[src/rtl/mcp3201_sample_sched_pkg.sv]
// Shared sizing, FSM state type and helpers for the MCP3201 sample scheduler.
package mcp3201_pkg;
    localparam int PERIOD_W     = 24;
    localparam int ADC_W        = 12;
    localparam int MAX_AVG_LOG2 = 7;
    localparam int TIMEOUT      = 4096;
    localparam int ACC_W        = ADC_W + MAX_AVG_LOG2;
    localparam int TIMEOUT_W    = $clog2(TIMEOUT + 1);
    localparam int CNT_W        = MAX_AVG_LOG2 + 1;

    typedef enum logic [2:0] {IDLE, ARM, WAIT_DATA, ACC, OUT, DRAIN} state_t;

    function automatic logic [2:0] clamp_avg(input logic [2:0] v);
        return (int'(v) > MAX_AVG_LOG2) ? 3'(MAX_AVG_LOG2) : v;
    endfunction
endpackage

[src/rtl/mcp3201_sample_sched_if.sv]
// Reader handshake and result stream bundled between the scheduler and its neighbours.
interface mcp3201_sample_sched_if;
    import mcp3201_pkg::*;

    logic             adc_start;
    logic             adc_busy;
    logic             adc_new_data;
    logic [ADC_W-1:0] adc_data;
    logic [ADC_W-1:0] sample_data;
    logic             sample_valid;
    logic             sample_ready;

    modport master (
        output adc_start, sample_data, sample_valid,
        input  adc_busy, adc_new_data, adc_data, sample_ready
    );

    modport slave (
        input  adc_start, sample_data, sample_valid,
        output adc_busy, adc_new_data, adc_data, sample_ready
    );
endinterface

[src/rtl/mcp3201_sample_sched_sync_rise_det.sv]
// Two-flop synchronizer with a registered rising-edge pulse for slow-domain levels.
module sync_rise_det (
    input  logic clk,
    input  logic rst_n,
    input  logic i_d,
    output logic o_level,
    output logic o_rise
);
    logic r_s1, r_s2, r_s3, r_rise;

    always_ff @(posedge clk or negedge rst_n) begin
        if (!rst_n) begin
            r_s1   <= 1'b0;
            r_s2   <= 1'b0;
            r_s3   <= 1'b0;
            r_rise <= 1'b0;
        end else begin
            r_s1   <= i_d;
            r_s2   <= r_s1;
            r_s3   <= r_s2;
            r_rise <= r_s2 & ~r_s3;
        end
    end

    assign o_level = r_s2;
    assign o_rise  = r_rise;
endmodule

[src/rtl/mcp3201_sample_sched.sv]
// Periodic MCP3201 conversion scheduler: tick timer, reader handshake FSM,
// 2^k averaging and a valid/ready result stream with sticky error flags.
module mcp3201_sample_sched
    import mcp3201_pkg::*;
(
    input  logic                clk,
    input  logic                rst_n,
    input  logic                i_enable,
    input  logic [PERIOD_W-1:0] i_period,
    input  logic [2:0]          i_avg_log2,
    input  logic                i_err_clr,
    output logic                o_tick_miss,
    output logic                o_overrun,
    output logic                o_timeout_err,
    mcp3201_sample_sched_if.master bus
);
    // state     | meaning
    // IDLE      | waiting for a tick
    // ARM       | adc_start held until the reader reports busy
    // WAIT_DATA | waiting for the new_data rising edge, then accumulate
    // ACC       | decide whether the averaging group is complete
    // OUT       | publish acc >> avg and restart the group
    // DRAIN     | waiting for the reader to drop busy
    localparam logic [TIMEOUT_W-1:0] PHASE_LOAD = TIMEOUT_W'(TIMEOUT - 1);

    logic                w_busy, w_busy_rise, w_nd, w_nd_rise, w_unused;
    logic [PERIOD_W-1:0] r_timer, w_period_eff;
    logic                r_tick, r_en_d;
    state_t              r_state;
    logic [TIMEOUT_W-1:0] r_phase;
    logic [ACC_W-1:0]    r_acc;
    logic [CNT_W-1:0]    r_count, w_group_n;
    logic [2:0]          r_avg_lat;
    logic [ADC_W-1:0]    r_data, w_avg;
    logic                r_start, r_valid, r_tick_miss, r_overrun, r_timeout_err;
    logic                w_timeout;

    sync_rise_det u_sync_busy (
        .clk(clk), .rst_n(rst_n), .i_d(bus.adc_busy), .o_level(w_busy), .o_rise(w_busy_rise)
    );
    sync_rise_det u_sync_nd (
        .clk(clk), .rst_n(rst_n), .i_d(bus.adc_new_data), .o_level(w_nd), .o_rise(w_nd_rise)
    );
    assign w_unused = w_busy_rise | w_nd;

    assign w_period_eff = (i_period < PERIOD_W'(2)) ? PERIOD_W'(2) : i_period;

    // Down-counter loaded with the period on every tick; the enable rising edge ticks at once.
    always_ff @(posedge clk or negedge rst_n) begin
        if (!rst_n) begin
            r_timer <= '0;
            r_tick  <= 1'b0;
            r_en_d  <= 1'b0;
        end else begin
            r_en_d <= i_enable;
            r_tick <= 1'b0;
            if (!i_enable) begin
                r_timer <= '0;
            end else if (!r_en_d || r_timer == PERIOD_W'(1)) begin
                r_tick  <= 1'b1;
                r_timer <= w_period_eff;
            end else begin
                r_timer <= r_timer - PERIOD_W'(1);
            end
        end
    end

    assign w_avg     = ADC_W'(r_acc >> r_avg_lat);
    assign w_group_n = CNT_W'(1) << r_avg_lat;
    assign w_timeout = (r_phase == '0) && (r_state inside {ARM, WAIT_DATA, DRAIN});

    always_ff @(posedge clk or negedge rst_n) begin
        if (!rst_n) begin
            r_state       <= IDLE;
            r_phase       <= '0;
            r_acc         <= '0;
            r_count       <= '0;
            r_avg_lat     <= '0;
            r_data        <= '0;
            r_start       <= 1'b0;
            r_valid       <= 1'b0;
            r_tick_miss   <= 1'b0;
            r_overrun     <= 1'b0;
            r_timeout_err <= 1'b0;
        end else begin
            r_phase <= (r_phase != '0) ? r_phase - TIMEOUT_W'(1) : '0;
            if (i_err_clr) begin
                r_tick_miss   <= 1'b0;
                r_overrun     <= 1'b0;
                r_timeout_err <= 1'b0;
            end
            // Set events are assigned after the clear so they win in the same cycle.
            if (r_tick && r_state != IDLE) r_tick_miss <= 1'b1;
            if (r_valid && bus.sample_ready) r_valid <= 1'b0;

            if (w_timeout) begin
                r_timeout_err <= 1'b1;
                r_start       <= 1'b0;
                r_acc         <= '0;
                r_count       <= '0;
                r_state       <= IDLE;
                r_phase       <= PHASE_LOAD;
            end else begin
                case (r_state)
                    IDLE: begin
                        if (!i_enable) begin
                            r_acc   <= '0;
                            r_count <= '0;
                        end else if (r_tick) begin
                            r_state <= ARM;
                            r_start <= 1'b1;
                            r_phase <= PHASE_LOAD;
                            if (r_count == '0) r_avg_lat <= clamp_avg(i_avg_log2);
                        end
                    end
                    ARM: if (w_busy) begin
                        r_start <= 1'b0;
                        r_state <= WAIT_DATA;
                        r_phase <= PHASE_LOAD;
                    end
                    WAIT_DATA: if (w_nd_rise) begin
                        r_acc   <= r_acc + ACC_W'(bus.adc_data);
                        r_count <= r_count + CNT_W'(1);
                        r_state <= ACC;
                        r_phase <= PHASE_LOAD;
                    end
                    ACC: begin
                        r_state <= (r_count == w_group_n) ? OUT : DRAIN;
                        r_phase <= PHASE_LOAD;
                    end
                    OUT: begin
                        r_data  <= w_avg;
                        r_valid <= 1'b1;
                        if (r_valid && !bus.sample_ready) r_overrun <= 1'b1;
                        r_acc   <= '0;
                        r_count <= '0;
                        r_state <= DRAIN;
                        r_phase <= PHASE_LOAD;
                    end
                    DRAIN: if (!w_busy) begin
                        r_state <= IDLE;
                        r_phase <= PHASE_LOAD;
                    end
                    default: r_state <= IDLE;
                endcase
            end
        end
    end

    assign bus.adc_start    = r_start;
    assign bus.sample_data  = r_data;
    assign bus.sample_valid = r_valid;
    assign o_tick_miss      = r_tick_miss;
    assign o_overrun        = r_overrun;
    assign o_timeout_err    = r_timeout_err;
endmodule

[src/flat_wrapper.sv]
// flat-port wrapper written by rule: the top's interface ports become plain ports
module mcp3201_sample_sched_flat import mcp3201_pkg::*;
  (clk, rst_n, i_enable, i_period, i_avg_log2, i_err_clr, o_tick_miss, o_overrun, o_timeout_err, bus_adc_start, bus_sample_data, bus_sample_valid, bus_adc_busy, bus_adc_new_data, bus_adc_data, bus_sample_ready);
  mcp3201_sample_sched_if bus_i ();
  input  logic clk;
  input  logic rst_n;
  input  logic i_enable;
  input  logic [PERIOD_W-1:0] i_period;
  input  logic [2:0] i_avg_log2;
  input  logic i_err_clr;
  output logic o_tick_miss;
  output logic o_overrun;
  output logic o_timeout_err;
  output wire logic [$bits(bus_i.adc_start)-1:0] bus_adc_start;
  output wire logic [$bits(bus_i.sample_data)-1:0] bus_sample_data;
  output wire logic [$bits(bus_i.sample_valid)-1:0] bus_sample_valid;
  input wire logic [$bits(bus_i.adc_busy)-1:0] bus_adc_busy;
  input wire logic [$bits(bus_i.adc_new_data)-1:0] bus_adc_new_data;
  input wire logic [$bits(bus_i.adc_data)-1:0] bus_adc_data;
  input wire logic [$bits(bus_i.sample_ready)-1:0] bus_sample_ready;
  assign bus_adc_start = bus_i.adc_start;
  assign bus_sample_data = bus_i.sample_data;
  assign bus_sample_valid = bus_i.sample_valid;
  assign bus_i.adc_busy = bus_adc_busy;
  assign bus_i.adc_new_data = bus_adc_new_data;
  assign bus_i.adc_data = bus_adc_data;
  assign bus_i.sample_ready = bus_sample_ready;
  mcp3201_sample_sched u_core (.clk(clk), .rst_n(rst_n), .i_enable(i_enable), .i_period(i_period), .i_avg_log2(i_avg_log2), .i_err_clr(i_err_clr), .o_tick_miss(o_tick_miss), .o_overrun(o_overrun), .o_timeout_err(o_timeout_err), .bus(bus_i));
endmodule
[config.mk]
export PLATFORM = sky130hd
export DESIGN_NAME = mcp3201_sample_sched_flat
export DESIGN_NICKNAME = d
export VERILOG_FILES = /design/src/rtl/mcp3201_sample_sched_pkg.sv /design/src/rtl/mcp3201_sample_sched_if.sv /design/src/rtl/mcp3201_sample_sched_sync_rise_det.sv /design/src/rtl/mcp3201_sample_sched.sv /design/src/flat_wrapper.sv
export SDC_FILE = /design/constraint.sdc
export NUM_CORES = 1
export LEC_CHECK = 0
export CAP_MARGIN = 0
export CORE_MARGIN = 8
export CORE_UTILIZATION = 44
export CTS_CLUSTER_SIZE = 24
export DETAILED_ROUTE_END_ITERATION = 6
export PLACE_DENSITY = 0.63
export SYNTH_ARGS = -nofsm -noshare
export SYNTH_HDL_FRONTEND = slang
export SYNTH_SLANG_ARGS = --single-unit
[constraint.sdc]
create_clock -name clk -period 4.6 [get_ports clk]
set_clock_uncertainty 0.1 [all_clocks]
set_input_delay 1.38 -clock clk [delete_from_list [all_inputs] [get_ports clk]]
set_output_delay 1.38 -clock clk [all_outputs]
set_load 0.005 [all_outputs]
; ---- After elaboration in Yosys (flattened, before gate mapping)
; Cells that the tools add are included.
[op_classes]
addsub = 4
n_eq_ne = 13
shift = 2
n_bitwise = 3
reduce_logical = 23
magnitude_cmp = 1
muxes = 44
[ops]
columns = operator, n
row1 = 13-bit two-way mux, 7
row2 = 24-bit two-way mux, 3
row3 = 13-bit case mux with 5 select lines, 1
row4 = 19-bit two-way mux, 3
row5 = 19-bit case mux with 3 select lines, 1
row6 = "24-bit by 1-bit equality test with 1-bit output, second input constant", 1
row7 = "24-bit by 2-bit < comparator with 1-bit output, second input constant", 1
row8 = 8-bit two-way mux, 3
row9 = 8-bit case mux with 3 select lines, 1
row10 = "24-bit by 1-bit subtractor with 24-bit output, second input constant", 1
row11 = 19-bit by 12-bit adder with 19-bit output, 1
row12 = 19-bit by 3-bit right shift with 12-bit output, 1
row13 = 3-bit two-way mux, 6
row14 = 3-bit case mux with 6 select lines, 1
row15 = 1-bit two-way mux, 17
row16 = "3-bit by 2-bit != test with 1-bit output, second input constant", 5
row17 = 13-bit logical NOT, 1
row18 = 13-bit nonzero test, 1
row19 = "13-bit by 1-bit subtractor with 13-bit output, second input constant", 1
row20 = 5-bit AND reduction, 2
row21 = 3-bit nonzero test, 3
row22 = "8-bit by 1-bit adder with 8-bit output, second input constant", 1
row23 = 8-bit equality test, 1
row24 = 8-bit logical NOT, 1
row25 = other kinds (18), 26
[word_totals]
output_inout_bits = 17
ff_bits = 95

; ---- Logic depth before layout (Yosys ltp)
[depth]
depth_word = 6
mapped_depth = 10

; ---- By module
; A second synthesis with hierarchy kept.
[hier_totals]
cells_unflattened = 694
hier_area_um2 = 6352.3
[modules_own_cells]
columns = module, cells_each, instances, area_per_inst_um2, seq_area_each_um2
row1 = mcp3201_sample_sched, 684, 1, 6124.6, 2227.1
row2 = sync_rise_det, 5, 2, 113.9, 100.1

; ---- Least setup slack after synthesis
; Ideal clock, no wire load.
[synth_path]
path_kind = input to register
startpoint = in bus_adc_data[0]
endpoint = reg u_core.r_acc[16]
required_ns = 4.367
setup_time_ns = 0.133
cell_stages = 8
t_arrival_ns = 3.048
slack_ns = 1.319
cell_sequence = ha_1 > fa_1 > a21oi_1 > o21ai_0 > a311oi_1 > o21a_1 > or4_1 > o211ai_1
[synth_via]
elab_chain_len = 4
[synth_rtl]
columns = element, line_no
row1 = "start, declared", flat_wrapper.sv:19  ; input wire logic [$bits(bus_i.adc_data)-1:0] bus_adc_data;
row2 = 19-bit by 12-bit adder with 19-bit output, mcp3201_sample_sched.sv:122  ; r_acc <= r_acc + ACC_W'(bus.adc_data);
row3 = 19-bit two-way mux, mcp3201_sample_sched.sv:121  ; WAIT_DATA: if (w_nd_rise) begin
row4 = 19-bit case mux with 3 select lines, mcp3201_sample_sched.sv:104  ; case (r_state)
row5 = 19-bit two-way mux, mcp3201_sample_sched.sv:96  ; if (w_timeout) begin
row6 = "end signal, assigned", mcp3201_sample_sched.sv:122
row7 = "end, declared", mcp3201_sample_sched.sv:31  ; logic [ACC_W-1:0] r_acc;
; Every way passes these cells. The select of a mux whose other input is x is not followed.
; A chain may end at the register's enable or synchronous reset.

; ---- Worst setup path in the final report
[layout_path]
startpoint = in bus_adc_data[0]
endpoint = reg u_core.r_acc[12]
; The elaborated chain is that of the path after synthesis.

==> summary.md <==
| Metric | Value |
|---|---|
| Power Internal | `2194 uW` |
| Seq pwr share | `0.357` |
| Warnings, synthesis | `0` |
| Total I/O pin count | `63` |
| Relative slew margins | `0.2290` |
| Antenna viol nets, final | `0` |
| Syn avg cell area | `8.915 sq um` |
| Post-synthesis net count | `760` |
| Hpwl dp | `11710 um` |
| Pre-antenna DRT Iters | `5` |
| Vias after detailed routing | `5492` |
| Arrival @ worst endpoint | `3.79 ns` |
| Leakage power | `0.002881 uW` |
| Root buffer cell | `clkbuf_16` |
| Status | `finished, final reports clean` |
| Top_reg_cell synth | `dfrtp_1` |
| Initial antenna violation count | `0` |
| Max VDD drop | `292.3 uV` |
| Synthesized flop and latch total | `95` |
| Met2 Wirelength | `7623 um` |
| Non-filler instance count after layout | `922` |
| Post-synthesis adder-cell area fraction | `0.03958` |
| # Post-CTS Setup Buffers | `0` |
| Worst Setup End Kind | `flop` |
| Aggregate global-route resource usage | `0.1846` |
| Die span in y | `134.7 um` |
| Routed len/inst | `17.92 um` |
| Die span in x | `134.7 um` |
| RePlAce Congestion | `0.8678` |
| Largest net degree at the start of global routing | `96` |
| Max Cap Violations | `0` |
| Post-CTS Hold Fix Bufs | `0` |
| Uppermost layer routed | `met4` |
| Unrepaired setup endpoints after global routing | `no` |
| Met3 wire length | `947 um` |
| Vias in the first global route | `5348` |
| Routed Wire Length | `16530 um` |
| Post-layout min period | `3.615 ns` |
| FMAX | `276.6 MHz` |
| Cell count after placement | `906` |
| Starting density of the core | `0.4481` |
| TritonCTS clock tree | `built` |
| Iteration-0 DRC count of the detailed router | `552` |
| HP Class | `reg -> reg` |
| Actual slew at the worst max-slew pin | `1.157 ns` |
| Xor and xnor area share after synthesis | `0.05089` |
| Max-slew violations | `0` |
| Antenna cells | `0` |
| CTS buffer count | `9` |
| Post-Syn Instances | `695` |
| Area growth from synthesis to layout | `17.39%` |
| Congestion Overflow GR | `0` |
| Cell Rows | `43` |
| Setup crit start kind | `primary input` |
| Critical path class | `in -> reg` |
| Comb power frac | `0.421` |
| Worst-path fanout max | `8` |
| Largest family of logic cells by synthesized area | `compound AO/OA/AOI/OAI gates` |
| Clock Tree Buf Depth | `2` |
| Die footprint | `18130 sq um` |
| Net Sw Frac | `0.4050` |
| IO buf count | `62` |
| Clk sink count | `95` |
| Number of flops mapped to enable cells by yosys | `0` |
| Post-synthesis mux area share | `0.07270` |
| Register area share after synthesis | `0.3837` |
| Netlist Area Pre-Place | `6196 sq um` |
| Area of the core | `13830 sq um` |
| Clock share of power | `0.223` |
| Clk_lat worst skew | `0.35 ns` |
| Psw | `1494 uW` |
| Global-route wire length before repair | `27300 um` |
| Total Nets Final | `802` |
| Post-synthesis compound-gate area fraction | `0.2215` |
| Met1 wire length | `7662 um` |
| Final worst path period share | `0.7859` |
| PwrDens | `507.0 nW/um^2` |
| Library cells used by synthesis | `69` |
| Drt drc | `0` |
| Post_cts resized | `0` |
| CTS clk-pin slew, worst paths | `0.07 ns` |
| TNS Setup | `0 ns` |
| Count of final hold-check violations | `0` |
| Worst EP required | `4.78 ns` |
| DR vias/cell | `5.957` |
| Share of cells above drive strength 1 | `0.05930` |
| # setup viols final | `0` |
| Simple-gate portion of the synthesized area | `0.1963` |
| H-Tree Depth | `3` |
| Post-synth ARST share | `1.000` |
| WHS | `0.2484 ns` |
[per-stage QoR]
stage,power [uW],utilization,setup WS (ns),area (sq um)
CTS,3690,0.5260,1.010,7273
global placement,2814,0.5026,0.7000,6949
detailed placement,2854,0.5026,0.6414,6949
finish,3688,0.5260,0.9848,7273
global route,3934,0.5260,0.8144,7273
floorplan,2346,-,1.319,6196
[worst paths after layout]
kind | from | end | slack, ns | depth (start not counted)
setup / recovery | bus_adc_data[0] | u_core.r_acc[12] | 0.98 | 9
setup reg to reg | u_core.r_phase[0] | u_core.r_acc[14] | 1.22 | 7
hold / removal | u_core.u_sync_nd.r_s1 | u_core.u_sync_nd.o_level | 0.25 | 0
hold reg to reg | u_core.u_sync_nd.r_s1 | u_core.u_sync_nd.o_level | 0.25 | 0
min in group asynchronous | rst_n | u_core.r_timer[0] | 0.96 | 2
max in group asynchronous | rst_n | u_core.r_state[1] | 3.03 | 2
[cell type report]
type | instances | area [sq um]
clock inverters | 5 | 81.33
inverters | 21 | 78.83
repair buffers | 65 | 653.1
multi-input cells | 545 | 3615
fillers | 1277 | 6554
flip-flops and latches | 95 | 2377
clock buffers | 11 | 242.7
well taps | 180 | 225.2
[routing by layer]
| metal | GRT usage | up-vias |
|---|---|---|
| li1 | - | 2656 |
| met2 | 0.2812 | 176 |
| met1 | 0.2530 | 2637 |
| met4 | 0.07112 | 0 |
| met3 | 0.03566 | 23 |
| met5 | 0 | - |
[flip-flops by register name, indices dropped and copies added (netlist names)]
name                        flops
u_core.bus.sample_valid         1
u_core.bus.adc_start            1
u_core.r_en_d                   1
u_core.o_timeout_err            1
u_core.u_sync_nd.o_rise         1
u_core.o_overrun                1
u_core.r_state                  3
u_core.u_sync_nd.r_s1           1
u_core.r_acc                   19
u_core.o_tick_miss              1
u_core.u_sync_busy.r_s1         1
u_core.r_count                  8
u_core.r_phase                 13
u_core.bus.sample_data         12
u_core.r_timer                 24
u_core.u_sync_nd.o_level        1
u_core.r_avg_lat                3
u_core.r_tick                   1
u_core.u_sync_busy.o_level      1
u_core.u_sync_nd.r_s3           1
[critical path, stage by stage]
cell             delay (ns)
clkdlybuf4s50_1        0.40
ha_1                   0.22
fa_1                   0.40
a21oi_1                0.21
o21ai_0                0.17
a311oi_1               0.43
o21a_1                 0.29
o21ai_0                0.12
a21oi_1                0.17
[kinds of logic (layout without fill, tap and decap cells)]
| kind of cell | count (synthesis) | after routing |
|---|---|---|
| compound gates | 219 | 219 |
| xor+xnor | 36 | 36 |
| fa+ha+maj | 19 | 19 |
| buf+inv | 55 | 102 |
| flops | 95 | 95 |
| mux | 37 | 37 |
| simple gates | 234 | 234 |
[power groups by stage]
stage | logic (uW) | registers (uW) | clock network [uW]
after floorplan | 1180 | 1170 | 0
after global placement | 1500 | 1310 | 0
after detailed placement | 1530 | 1320 | 0
after CTS | 1540 | 1310 | 841
after global routing | 1710 | 1350 | 870
final | 1550 | 1310 | 821
[layout by cell type (no fill, tap or decap), drive strengths merged, types with 8 or more instances in the layout]
| cell type | n |
|---|---|
| o21ai | 61 |
| clkbuf | 11 |
| a211oi | 27 |
| nor3 | 20 |
| o22ai | 14 |
| xor2 | 22 |
| xnor2 | 14 |
| inv | 20 |
| a21oi | 57 |
| mux2i | 27 |
| ha | 18 |
| a21boi | 9 |
| nor2 | 59 |
| nor4 | 13 |
| clkdlybuf4s50 | 61 |
| nand2 | 76 |
| o31ai | 9 |
| or4 | 8 |
| dfrtp | 95 |
[synthesized netlist by cell type, types with 7 or more instances]
master,n,share of area
mux2i_1,27,0.044
nand2_1,76,0.046
o31ai_1,9,0.011
a21boi_0,9,0.011
nand3_1,7,0.0057
xnor2_1,14,0.020
o22ai_1,14,0.014
o21ai_0,58,0.047
nor3_1,18,0.015
a211oi_1,27,0.033
nor4_1,12,0.012
ha_1,18,0.036
a21oi_1,57,0.046
buf_1,7,0.0042
nor2_1,58,0.035
and3_1,7,0.0071
clkbuf_1,22,0.013
xor2_1,22,0.031
dfrtp_1,95,0.38
nor2b_1,7,0.0071
inv_1,19,0.012
Power figures use the tool's default switching activity.
